==> src/rtl/song_sequencer_if.sv <==
// rtl/song_sequencer_if.sv - button/event inputs and playback outputs of the song sequencer
//
// Signals:
//   play_button, next_button, prev_button - single-cycle user pulses
//   loop_all                               - level, wrap from last song to song 0 and keep playing
//   song_done                              - single-cycle pulse from the song reader
//   play                                   - enable to the song reader / note player
//   song[1:0]                              - song select to the song reader
//   reset_player                           - one-cycle reset pulse for the reader / player
//   in_gap                                 - high during the silent gap between songs
// Modports:
//   master - the button/reader side that drives the events
//   slave  - the sequencer itself
interface song_sequencer_if;
    logic       play_button;
    logic       next_button;
    logic       prev_button;
    logic       loop_all;
    logic       song_done;
    logic       play;
    logic [1:0] song;
    logic       reset_player;
    logic       in_gap;

    modport master (
        output play_button, next_button, prev_button, loop_all, song_done,
        input  play, song, reset_player, in_gap
    );

    modport slave (
        input  play_button, next_button, prev_button, loop_all, song_done,
        output play, song, reset_player, in_gap
    );
endinterface

==> src/rtl/song_sequencer.sv <==
// rtl/song_sequencer.sv - playback controller sequencing the song reader
//
// Ports:
//   clk   - system clock
//   reset - synchronous, active-high reset
//   bus   - song_sequencer_if.slave: button pulses, loop_all, song_done in;
//           play, song (registered), reset_player (registered), in_gap out
// Parameters:
//   NUM_SONGS  - songs in the song ROM, 1..4
//   GAP_CYCLES - silent gap between consecutive songs in clocks, 1..2^24-1
module song_sequencer #(
    parameter int NUM_SONGS  = 4,
    parameter int GAP_CYCLES = 12_500_000
) (
    input  logic             clk,
    input  logic             reset,
    song_sequencer_if.slave  bus
);

    typedef enum logic [1:0] {
        PAUSED  = 2'd0,
        PLAYING = 2'd1,
        SWITCH  = 2'd2,
        GAP     = 2'd3
    } state_t;

    localparam logic [1:0]  LAST_SONG = 2'(NUM_SONGS - 1);
    localparam logic [23:0] GAP_LOAD  = 24'(GAP_CYCLES - 1);

    state_t      state_q, state_d;
    logic [1:0]  song_q, song_d;
    logic        reset_player_q, reset_player_d;
    logic [23:0] count_q, count_d;

    logic        skip_fwd;
    logic        skip_back;
    logic        skip;
    logic [1:0]  next_song;
    logic [1:0]  prev_song;
    logic [1:0]  skip_song;

    // next and prev pressed together cancel each other out
    assign skip_fwd  = bus.next_button & ~bus.prev_button;
    assign skip_back = bus.prev_button & ~bus.next_button;
    assign skip      = skip_fwd | skip_back;

    assign next_song = (song_q == LAST_SONG) ? 2'd0 : song_q + 2'd1;
    assign prev_song = (song_q == 2'd0) ? LAST_SONG : song_q - 2'd1;
    assign skip_song = skip_fwd ? next_song : prev_song;

    // Every write to song_d also raises reset_player_d, so the reader reset
    // lands in exactly the cycle the new song select appears.
    always_comb begin
        state_d        = state_q;
        song_d         = song_q;
        reset_player_d = 1'b0;
        count_d        = count_q;
        case (state_q)
            PAUSED: begin
                if (bus.play_button) begin
                    state_d = PLAYING;
                end else if (skip) begin
                    song_d         = skip_song;
                    reset_player_d = 1'b1;
                end
            end
            PLAYING: begin
                if (bus.song_done) begin
                    reset_player_d = 1'b1;
                    if ((song_q == LAST_SONG) && !bus.loop_all) begin
                        song_d  = 2'd0;
                        state_d = PAUSED;
                    end else begin
                        song_d  = next_song;
                        count_d = GAP_LOAD;
                        state_d = GAP;
                    end
                end else if (bus.play_button) begin
                    // reader is left alone so playback resumes mid-song
                    state_d = PAUSED;
                end else if (skip) begin
                    song_d         = skip_song;
                    reset_player_d = 1'b1;
                    state_d        = SWITCH;
                end
            end
            SWITCH: begin
                // one dead cycle keeps play low while the reader resets
                state_d = PLAYING;
            end
            GAP: begin
                if (bus.play_button) begin
                    state_d = PAUSED;
                end else if (skip) begin
                    song_d         = skip_song;
                    reset_player_d = 1'b1;
                    count_d        = GAP_LOAD;
                end else if (count_q == 24'd0) begin
                    state_d = PLAYING;
                end else begin
                    count_d = count_q - 24'd1;
                end
            end
            default: begin
                state_d = PAUSED;
            end
        endcase
    end

    always_ff @(posedge clk) begin
        if (reset) begin
            state_q        <= PAUSED;
            song_q         <= 2'd0;
            reset_player_q <= 1'b0;
            count_q        <= 24'd0;
        end else begin
            state_q        <= state_d;
            song_q         <= song_d;
            reset_player_q <= reset_player_d;
            count_q        <= count_d;
        end
    end

    assign bus.play         = (state_q == PLAYING);
    assign bus.in_gap       = (state_q == GAP);
    assign bus.song         = song_q;
    assign bus.reset_player = reset_player_q;

endmodule

==> src/flat_wrapper.sv <==
// flat-port wrapper written by rule: the top's interface ports become plain ports
module song_sequencer_flat 
#(
    parameter int NUM_SONGS  = 4,
    parameter int GAP_CYCLES = 12_500_000
)
  (clk, reset, bus_play_button, bus_next_button, bus_prev_button, bus_loop_all, bus_song_done, bus_play, bus_song, bus_reset_player, bus_in_gap);
  song_sequencer_if bus_i ();
  input  logic clk;
  input  logic reset;
  input wire logic [$bits(bus_i.play_button)-1:0] bus_play_button;
  input wire logic [$bits(bus_i.next_button)-1:0] bus_next_button;
  input wire logic [$bits(bus_i.prev_button)-1:0] bus_prev_button;
  input wire logic [$bits(bus_i.loop_all)-1:0] bus_loop_all;
  input wire logic [$bits(bus_i.song_done)-1:0] bus_song_done;
  output wire logic [$bits(bus_i.play)-1:0] bus_play;
  output wire logic [$bits(bus_i.song)-1:0] bus_song;
  output wire logic [$bits(bus_i.reset_player)-1:0] bus_reset_player;
  output wire logic [$bits(bus_i.in_gap)-1:0] bus_in_gap;
  assign bus_i.play_button = bus_play_button;
  assign bus_i.next_button = bus_next_button;
  assign bus_i.prev_button = bus_prev_button;
  assign bus_i.loop_all = bus_loop_all;
  assign bus_i.song_done = bus_song_done;
  assign bus_play = bus_i.play;
  assign bus_song = bus_i.song;
  assign bus_reset_player = bus_i.reset_player;
  assign bus_in_gap = bus_i.in_gap;
  song_sequencer #(.NUM_SONGS(NUM_SONGS), .GAP_CYCLES(GAP_CYCLES)) u_core (.clk(clk), .reset(reset), .bus(bus_i));
endmodule
==> config.mk <==
export PLATFORM = sky130hd
export DESIGN_NAME = song_sequencer_flat
export DESIGN_NICKNAME = d
export VERILOG_FILES = /design/src/rtl/song_sequencer_if.sv /design/src/rtl/song_sequencer.sv /design/src/flat_wrapper.sv
export SDC_FILE = /design/constraint.sdc
export NUM_CORES = 1
export LEC_CHECK = 0
export CAP_MARGIN = 20
export CORE_MARGIN = 10
export CORE_UTILIZATION = 50
export CTS_BUF_LIST = sky130_fd_sc_hd__clkbuf_8 sky130_fd_sc_hd__clkbuf_16
export CTS_CLUSTER_SIZE = 16
export DETAILED_ROUTE_END_ITERATION = 10
export PLACE_DENSITY = 0.79
export RECOVER_POWER = 100
export SLEW_MARGIN = 15
export SYNTH_ARGS = -nofsm -noshare
export SYNTH_HDL_FRONTEND = slang
export SYNTH_SLANG_ARGS = --single-unit
export TNS_END_PERCENT = 50
==> constraint.sdc <==
create_clock -name clk -period 4 [get_ports clk]
set_clock_uncertainty 0.1 [all_clocks]
set_input_delay 0.8 -clock clk [delete_from_list [all_inputs] [get_ports clk]]
set_output_delay 0.8 -clock clk [all_outputs]
set_load 0.02 [all_outputs]
Word-level counts from Yosys, hierarchy flattened:

Cells that the tools add are included.

* bits in registers: 29
* bits of input ports: 7
* output and inout port bits: 5
* logic and storage cells: 61

* add/sub/neg operators: 3
* equality and inequality tests: 12
* mux-type cells: 27
* bitwise operators: 5
* reductions and logical operators: 10

Operators with widths (count)
* two-way mux 24 bit: 5
* one-hot mux 24 bit (2 select lines): 1
* two-way mux 2 bit: 15
* logical NOT 24 bit: 1
* subtractor 24 x 1 -> 24 bit (second input constant): 1
* != test 2 bit (second input constant): 4
* one-hot mux 2 bit (4 select lines): 1
* == test 2 bit (second input constant): 3
* != test 3 x 2 -> 1 bit (second input constant): 2
* AND reduction 5 bit: 1
* logical NOT 2 bit: 2
* != test 4 x 3 -> 1 bit (second input constant): 1
* one-hot mux 2 bit (2 select lines): 1
* AND reduction 4 bit: 1
* nonzero test 2 bit: 2
* two-way mux 1 bit: 3
* != test 3 bit (second input constant): 1
* adder 2 x 1 -> 2 bit (second input constant): 1
* bitwise AND 1 bit: 2
* == test 2 x 1 -> 1 bit (second input constant): 1
* inverter 1 bit: 2
* one-hot mux 1 bit (2 select lines): 1
* OR reduction 2 bit: 1
* subtractor 2 x 1 -> 2 bit (second input constant): 1
* 3 further kinds: 3

Logic depth before layout (Yosys ltp):

Gate-level depths: netlist of run 1.

* depth in word-level cells: 7
* depth in mapped cells: 8
* depth with buffers taken out: 7

Worst setup path before layout of run 1:

Ideal clock, no wire load.

* kind: reg-to-reg
* from: register u_core.count_q[16]
* to: register u_core.count_q[17]
* library setup time: 0.079 ns
* arrival: 2.444 ns
* required time: 3.821 ns
* slack: 1.377 ns
* stages on the path, launching flop included: 8
* path buffers: 2
* period minus slack after synthesis: 2.623 ns
* path through: dfxtp_1 or4_4 or4_1 or4_1 buf_2 buf_6 a41o_1 a211oi_2

* longest elaborated chain between the ends: 5
* elaborated cells between the ends (all ways): 8
* those cells by class: add/sub (1); eq/ne (1); mux (4); reduce/logical (2)

Ends and longest elaborated chain
* start: declaration: RTL line song_sequencer.sv:33 `logic [23:0] count_q, count_d;`
* start signal: assignment: RTL line song_sequencer.sv:120 `count_q <= count_d;`
* subtractor 24 x 1 -> 24 bit: RTL line song_sequencer.sv:101 `count_d = count_q - 24'd1;`
* two-way mux 24 bit: RTL line song_sequencer.sv:98 `end else if (count_q == 24'd0) begin`
* two-way mux 24 bit: RTL line song_sequencer.sv:94 `end else if (skip) begin`
* two-way mux 24 bit: RTL line song_sequencer.sv:92 `if (bus.play_button) begin`
* one-hot mux 24 bit (2 select lines): RTL line song_sequencer.sv:58 `case (state_q)`

Several ways; a longest one is shown, not always the timed one. The select of a mux whose other input is x is not followed.
A chain may end at the register's enable or synchronous reset.

Worst setup path in the final report of run 1:

* from: input port bus_prev_button
* to: register u_core.count_q[8]

* longest elaborated chain between the ends: 6
* elaborated cells between the ends (all ways): 9
* those cells by class: eq/ne (1); mux (3); bitwise (4); reduce/logical (1)

Ends and longest elaborated chain
* start: declaration: RTL line flat_wrapper.sv:13 `input wire logic [$bits(bus_i.prev_button)-1:0] bus_prev_button;`
* inverter 1 bit: RTL line song_sequencer.sv:43 `assign skip_fwd = bus.next_button & ~bus.prev_button;`
* bitwise AND 1 bit: RTL line song_sequencer.sv:43
* bitwise OR 1 bit *: RTL line song_sequencer.sv:45 `assign skip = skip_fwd | skip_back;`
* two-way mux 24 bit: RTL line song_sequencer.sv:94
* two-way mux 24 bit: RTL line song_sequencer.sv:92
* one-hot mux 24 bit (2 select lines): RTL line song_sequencer.sv:58

Mark *: on every way between the ends. The rest lies on a longest branch, timed or not. The select of a mux whose other input is x is not followed.

==> metrics.md, run 1 <==
| Metric | Value |
|---|---|
| # fillers | `350` |
| Post-synth top area cell | `dfxtp_1` |
| Drt initial violations | `226` |
| DRT Pass-1 Iters | `5` |
| Vias per cell | `6.66` |
| Area contributors post-synth | `dfxtp_1 29%, ha_1 5.7%, a211oi_1 5.3%, a21oi_1 4.3%, nor2_1 4.0%` |
| DRT antenna net count | `0` |
| Yosys warns | `0` |
| Postcts setup bufs | `0` |
| Longest Clk Path Bufs | `2` |
| CTS tree | `built` |
| Slew Viols, Final | `0` |
| Async SR Flop Fraction | `0%` |
| Startpoint class of the critical path | `input port` |
| Io pins | `12` |
| DRC | `0` |
| Via Count | `2050` |
| Syn Nets | `264` |
| Reg-to-reg slack, setup | `0.85 ns` |
| Initial antenna violation count | `0` |
| RR Endpoint | `u_core.count_q[8]` |
| Die area | `6850 µm²` |
| Diodes inserted | `0` |
| Clock transition at path regs | `0.06 ns` |
| Final Cycle Share | `79.2%` |
| Initial core utilization | `52.6%` |
| Root Buffer | `clkbuf_8` |
| All-Layer GR Usage | `16.0%` |
| Number of gates resized after CTS | `0` |
| Cell Area, Synth | `1970 µm²` |
| Layout cell share with drive strength beyond 1 | `6.54%` |
| Area Overhead vs Synth | `12.9%` |
| RSZ-0062 raised after global routing | `no` |
| Crit path to | `u_core.count_q[8]` |
| PD cells | `556 nW/µm²` |
| Final Non-Filler Cells | `308` |
| Outcome | `completed` |
| Row count | `22` |
| Final #Nets | `275` |
| Drt total wl | `5140 µm` |
| WL/cell | `16.7 µm` |
| Main synth FF type | `dfxtp_1` |
| Max VDD drop | `0.272 mV` |
| Crit path from | `bus_prev_button` |
| GP Congestion | `0.886` |
| Crit end category | `register` |
| Clock sinks | `29` |
| Fin Setup TNS | `0 ns` |
| Rel. slew slack | `49.8%` |
| Width of the die | `82.8 µm` |
| CP Max Fanout | `17` |
| Worst path required time | `4.04 ns` |
| Number of max-cap violations | `0` |
| Post-synth EDFFs | `0` |
| H-tree Lvls | `2` |
| WP data arrival | `3.21 ns` |
| Yosys cell types | `52` |
| Core area | `3740 µm²` |
| Clock Latency Late Sink | `0.29 ns` |
| Total grt overflow | `0` |
| Share of the synthesized area in the top cell type | `29.5%` |
| Sequential cell area fraction in the yosys report | `29.5%` |
| Worst R2R Start | `u_core.count_q[16]` |
| Largest net degree at the start of global routing | `26` |
| Slew at the pin closest to its max-slew limit | `0.748 ns` |
| Seq cells post-synth | `29` |
| Die H | `82.8 µm` |
| Crit Path Category | `in2reg` |
| First-pass GRT wire length | `8640 µm` |
| CTS Hold Bufs | `0` |
| Synth top cells by count | `29 x dfxtp_1, 21 x nor2_1, 17 x a21oi_1, 17 x nand2_1` |
| Count leader, synth | `dfxtp_1` |
| Min-delay worst type | `reg2reg` |
| DP HPWL | `3620 µm` |
| Mapped Cells | `248` |
| Avg Cell Area, Syn | `7.94 µm²` |
| Vias in the first global route | `1840` |
| CTS Buf Count | `5` |
| Placed cells | `300` |
| R2R cell count | `6` |
| I/O Buffers | `11` |
| Fmax | `316 MHz` |
| P_leak | `0.000819 µW` |
| Final min period | `3.17 ns` |
| Final setup viols | `0` |
| Hold Vio Cnt, Final | `0` |
[worst max-delay path, stage by stage]
cell	delay (ns)
dlygate4sd3_1	0.52
inv_1	0.04
ha_1	0.35
nand3_1	0.13
or4_1	0.55
clkbuf_1	0.39
a41oi_1	0.33
a211oi_1	0.10
[worst min-delay path by stage]
stage                     depth (start not counted)  slack, ns                  to          startpoint
final                                             2       0.42   u_core.state_q[1]   u_core.state_q[1]
after global routing                              1       0.44  u_core.count_q[20]  u_core.count_q[20]
after CTS                                         1       0.43  u_core.count_q[15]  u_core.count_q[15]
after detailed placement                          2       0.41  u_core.count_q[18]  u_core.count_q[18]
after global placement                            2       0.39   u_core.state_q[1]   u_core.state_q[1]
after floorplan                                   1       0.36  u_core.count_q[15]  u_core.count_q[15]
[per-layer routing]
layer,GRT usage [%],up-vias,share of wire (%)
met2,25.2,91,45
met3,4.43,16,7.1
met5,0,-,0
met4,6.35,0,2.2
li1,-,981,-
met1,20.3,962,45
[cell type report]
cell class                      count  area [µm²]  share of cell area (%)
Inverter                           14        52.6                    2.36
Clock inverter                      2        33.8                    1.52
Clock buffer                        6        82.6                    3.71
Tap cell                           48        60.1                    2.70
Sequential cell                    29         581                    26.1
Multi-Input combinational cell    192        1270                    56.9
Timing Repair Buffer               17         148                    6.64
[flip-flops by register name, summed over array words and instances, names as in the netlist]
signal                   cells
u_core.bus.reset_player      1
u_core.bus.song              2
u_core.count_q              24
u_core.state_q               2
[where the power goes]
group          switching, µW  total [µW]  leakage (µW)  internal (µW)
clock                    115         316     0.0000626            200
sequential              58.2         399      0.000238            341
combinational            329         522      0.000519            193
[cells in the final DEF, fill, tap and decap left out, types with 7 or more instances in the layout]
| cell type | n |
|---|---|
| dfxtp_1 | 29 |
| nor4_1 | 8 |
| nor2b_1 | 8 |
| nor2_1 | 21 |
| a21oi_1 | 18 |
| ha_1 | 9 |
| nor3_1 | 9 |
| nand2_1 | 17 |
| a211oi_1 | 14 |
| nand3_1 | 7 |
| inv_1 | 15 |
[stage by stage]
| step | setup WS [ns] | hold WS [ns] | instance area, µm² | util, % | total power [µW] |
|---|---|---|---|---|---|
| final | 0.831 | 0.425 | 2220 | 59.4 | 1240 |
| after floorplan | 1.38 | 0.362 | 1970 | - | 781 |
| after global placement | 0.795 | 0.393 | 2120 | 56.8 | 910 |
| after global routing | 0.707 | 0.442 | 2220 | 59.4 | 1320 |
| after detailed placement | 0.737 | 0.415 | 2120 | 56.8 | 923 |
| after CTS | 1.05 | 0.427 | 2240 | 59.9 | 1240 |
[logic make-up (layout without fill, tap and decap cells)]
logic type | after synthesis | count (layout) | synth area share (%)
AND/OR/NAND/NOR | 96 | 96 | 26.5
adder cells (fa/ha/maj) | 9 | 9 | 5.72
buffers and inverters | 27 | 39 | 5.72
flip-flops | 29 | 29 | 29.5
multiplexers | 4 | 4 | 2.03
AO/OA/AOI/OAI | 83 | 83 | 30.6
Power figures use the tool's default switching activity.
==> run 2, diff against run 1 <==
==> constraint.sdc (replaced) <==
create_clock -name clk -period 3.1 [get_ports clk]
set_clock_uncertainty 0.1 [all_clocks]
set_input_delay 0.62 -clock clk [delete_from_list [all_inputs] [get_ports clk]]
set_output_delay 0.62 -clock clk [all_outputs]
set_load 0.02 [all_outputs]
==> run 2 against run 1 <==
Largest power group unchanged. Hold slack lost 0.017 ns. Critical endpoint unchanged. Via count grew 1.4%. Utilization grew 1.3 points. Die area is the same. Non-clock buffer count grew 11. Largest cell class unchanged.
==> metrics.md, run 2 (same netlist as run 1, synthesis figures left out) <==
| Metric | Value |
|---|---|
| Drt total wl | `5610 µm` |
| Switching power | `671 µW` |
| Initial antenna violation count | `0` |
| All-Layer GR Usage | `17.2%` |
| Hold Startpoint | `u_core.count_q[23]` |
| DRT antenna net count | `0` |
| Vias in the first global route | `1943` |
| H-tree Lvls | `2` |
| Slew Viols, Final | `0` |
| Worst path required time | `3.16 ns` |
| CTS Buf Count | `5` |
| Slew at the pin closest to its max-slew limit | `0.565 ns` |
| Max reg flops | `24` |
| P_leak | `0.000857 µW` |
| First-pass GRT wire length | `9260 µm` |
| Postcts setup bufs | `0` |
| Clock Latency Late Sink | `0.28 ns` |
| DRT Pass-1 Iters | `5` |
| Number of max-cap violations | `0` |
| Placed cell areas | `2210 µm²` |
| Most frequent cells in the layout | `29 x dfxtp_1, 21 x nor2_1, 17 x nand2_1, 17 x a21oi_1` |
| Largest register by flop count | `u_core.count_q` |
| Outcome | `completed` |
| WL/cell | `17.6 µm` |
| Clock power share | `20.3%` |
| Rel. slew slack | `62.0%` |
| Post-Route Utilization | `60.7%` |
| Cell area after layout | `2270 µm²` |
| CP Max Fanout | `16` |
| Crit Path Category | `reg2reg` |
| DRC | `0` |
| Largest net degree at the start of global routing | `26` |
| CTS Hold Bufs | `0` |
| Initial core utilization | `52.6%` |
| DP HPWL | `3860 µm` |
| Worst R2R Start | `u_core.count_q[16]` |
| Flop pwr share | `33.2%` |
| Clock sinks | `29` |
| Switching power share of the total | `43.1%` |
| Final #Nets | `286` |
| # fillers | `362` |
| Hold Vio Cnt, Final | `0` |
| Fin Setup TNS | `0 ns` |
| Placed cells | `311` |
| Hold Crit Endpoint | `u_core.count_q[23]` |
| Max VDD drop | `0.397 mV` |
| Clock transition at path regs | `0.06 ns` |
| Hold path depth | `2` |
| Fmax | `341 MHz` |
| Final setup viols | `0` |
| Width of the die | `82.8 µm` |
| Commonest non-fill, non-tap cell in the layout | `dfxtp_1` |
| Logic pwr share | `46.4%` |
| Die area | `6850 µm²` |
| Via Count | `2078` |
| Diodes inserted | `0` |
| Startpoint class of the critical path | `register` |
| Final Non-Filler Cells | `318` |
| Core area | `3740 µm²` |
| Final Cycle Share | `94.5%` |
| Number of gates resized after CTS | `0` |
| Internal power | `887 µW` |
| I/O Buffers | `11` |
| Total grt overflow | `0` |
| Layout cell share with drive strength beyond 1 | `10.4%` |
| Io pins | `12` |
| Final min period | `2.93 ns` |
| Area Overhead vs Synth | `15.4%` |
| Reg-to-reg slack, setup | `0.17 ns` |
| Die H | `82.8 µm` |
| CTS tree | `built` |
| Longest Clk Path Bufs | `2` |
| WP data arrival | `2.99 ns` |
| Min-delay worst type | `reg2reg` |
| Root Buffer | `clkbuf_8` |
| Vias per cell | `6.53` |
| Drt initial violations | `278` |
| Row count | `22` |
| PD cells | `685 nW/µm²` |
| RR Endpoint | `u_core.count_q[8]` |
| Crit end category | `register` |
| RSZ-0062 raised after global routing | `no` |
| GP Congestion | `0.914` |
| R2R cell count | `6` |
[run 2: changes by cell type in the layout (fill, tap and decap cells not counted), sizes merged]
cell | before | now
bufinv | 1 | 0
buf | 4 | 12
clkbuf | 8 | 11
[run 2: metrics by stage]
stage	power, µW	hold slack (ns)	setup slack [ns]
3_3_place_gp	1210	0.395	0.165
6_report	1560	0.408	0.170
4_1_cts	1550	0.406	0.195
5_1_grt	1650	0.428	0.0813
3_5_place_dp	1230	0.398	0.142
2_1_floorplan	1010	0.362	0.477
[run 2: final cells by class]
| class | count | area, µm² | area share (%) |
|---|---|---|---|
| tap | 48 | 60.1 | 2.64 |
| multi-input combinational | 192 | 1270 | 55.9 |
| sequential | 29 | 581 | 25.5 |
| clock buffer | 6 | 82.6 | 3.63 |
| clock inverter | 1 | 3.75 | 0.165 |
| inverter | 14 | 52.6 | 2.31 |
| timing repair buffer | 28 | 223 | 9.80 |
[run 2: how the worst max path moves through the flow]
stage / from / end / slack [ns] / depth (start not counted)
finish: u_core.count_q[16] / u_core.count_q[8] / 0.17 / 6
global route: bus_prev_button / u_core.count_q[13] / 0.08 / 10
CTS: u_core.count_q[16] / u_core.count_q[21] / 0.20 / 5
detailed placement: bus_prev_button / u_core.count_q[13] / 0.14 / 10
global placement: bus_prev_button / u_core.count_q[13] / 0.17 / 10
floorplan: u_core.count_q[16] / u_core.count_q[17] / 0.48 / 7
[run 2: power groups by stage]
stage	clock network (µW)	registers, µW	logic [µW]
3_3_place_gp	0	518	694
4_1_cts	322	513	719
6_report	317	517	723
2_1_floorplan	0	513	495
5_1_grt	333	527	791
3_5_place_dp	0	520	712
[run 2: critical path, stage by stage (launching register included)]
cell,delay [ns]
dfxtp_1,0.35
or4_4,0.57
or4_1,0.45
or4_1,0.72
buf_4,0.27
a41oi_1,0.22
a211oi_1,0.12
[run 2: metal layers]
metal	wire, µm	up-vias	global-route usage (%)
met4	106	0	7.36
met2	2580	99	26.4
li1	-	1005	-
met1	2490	955	22.7
met3	440	19	3.35
met5	0	-	0
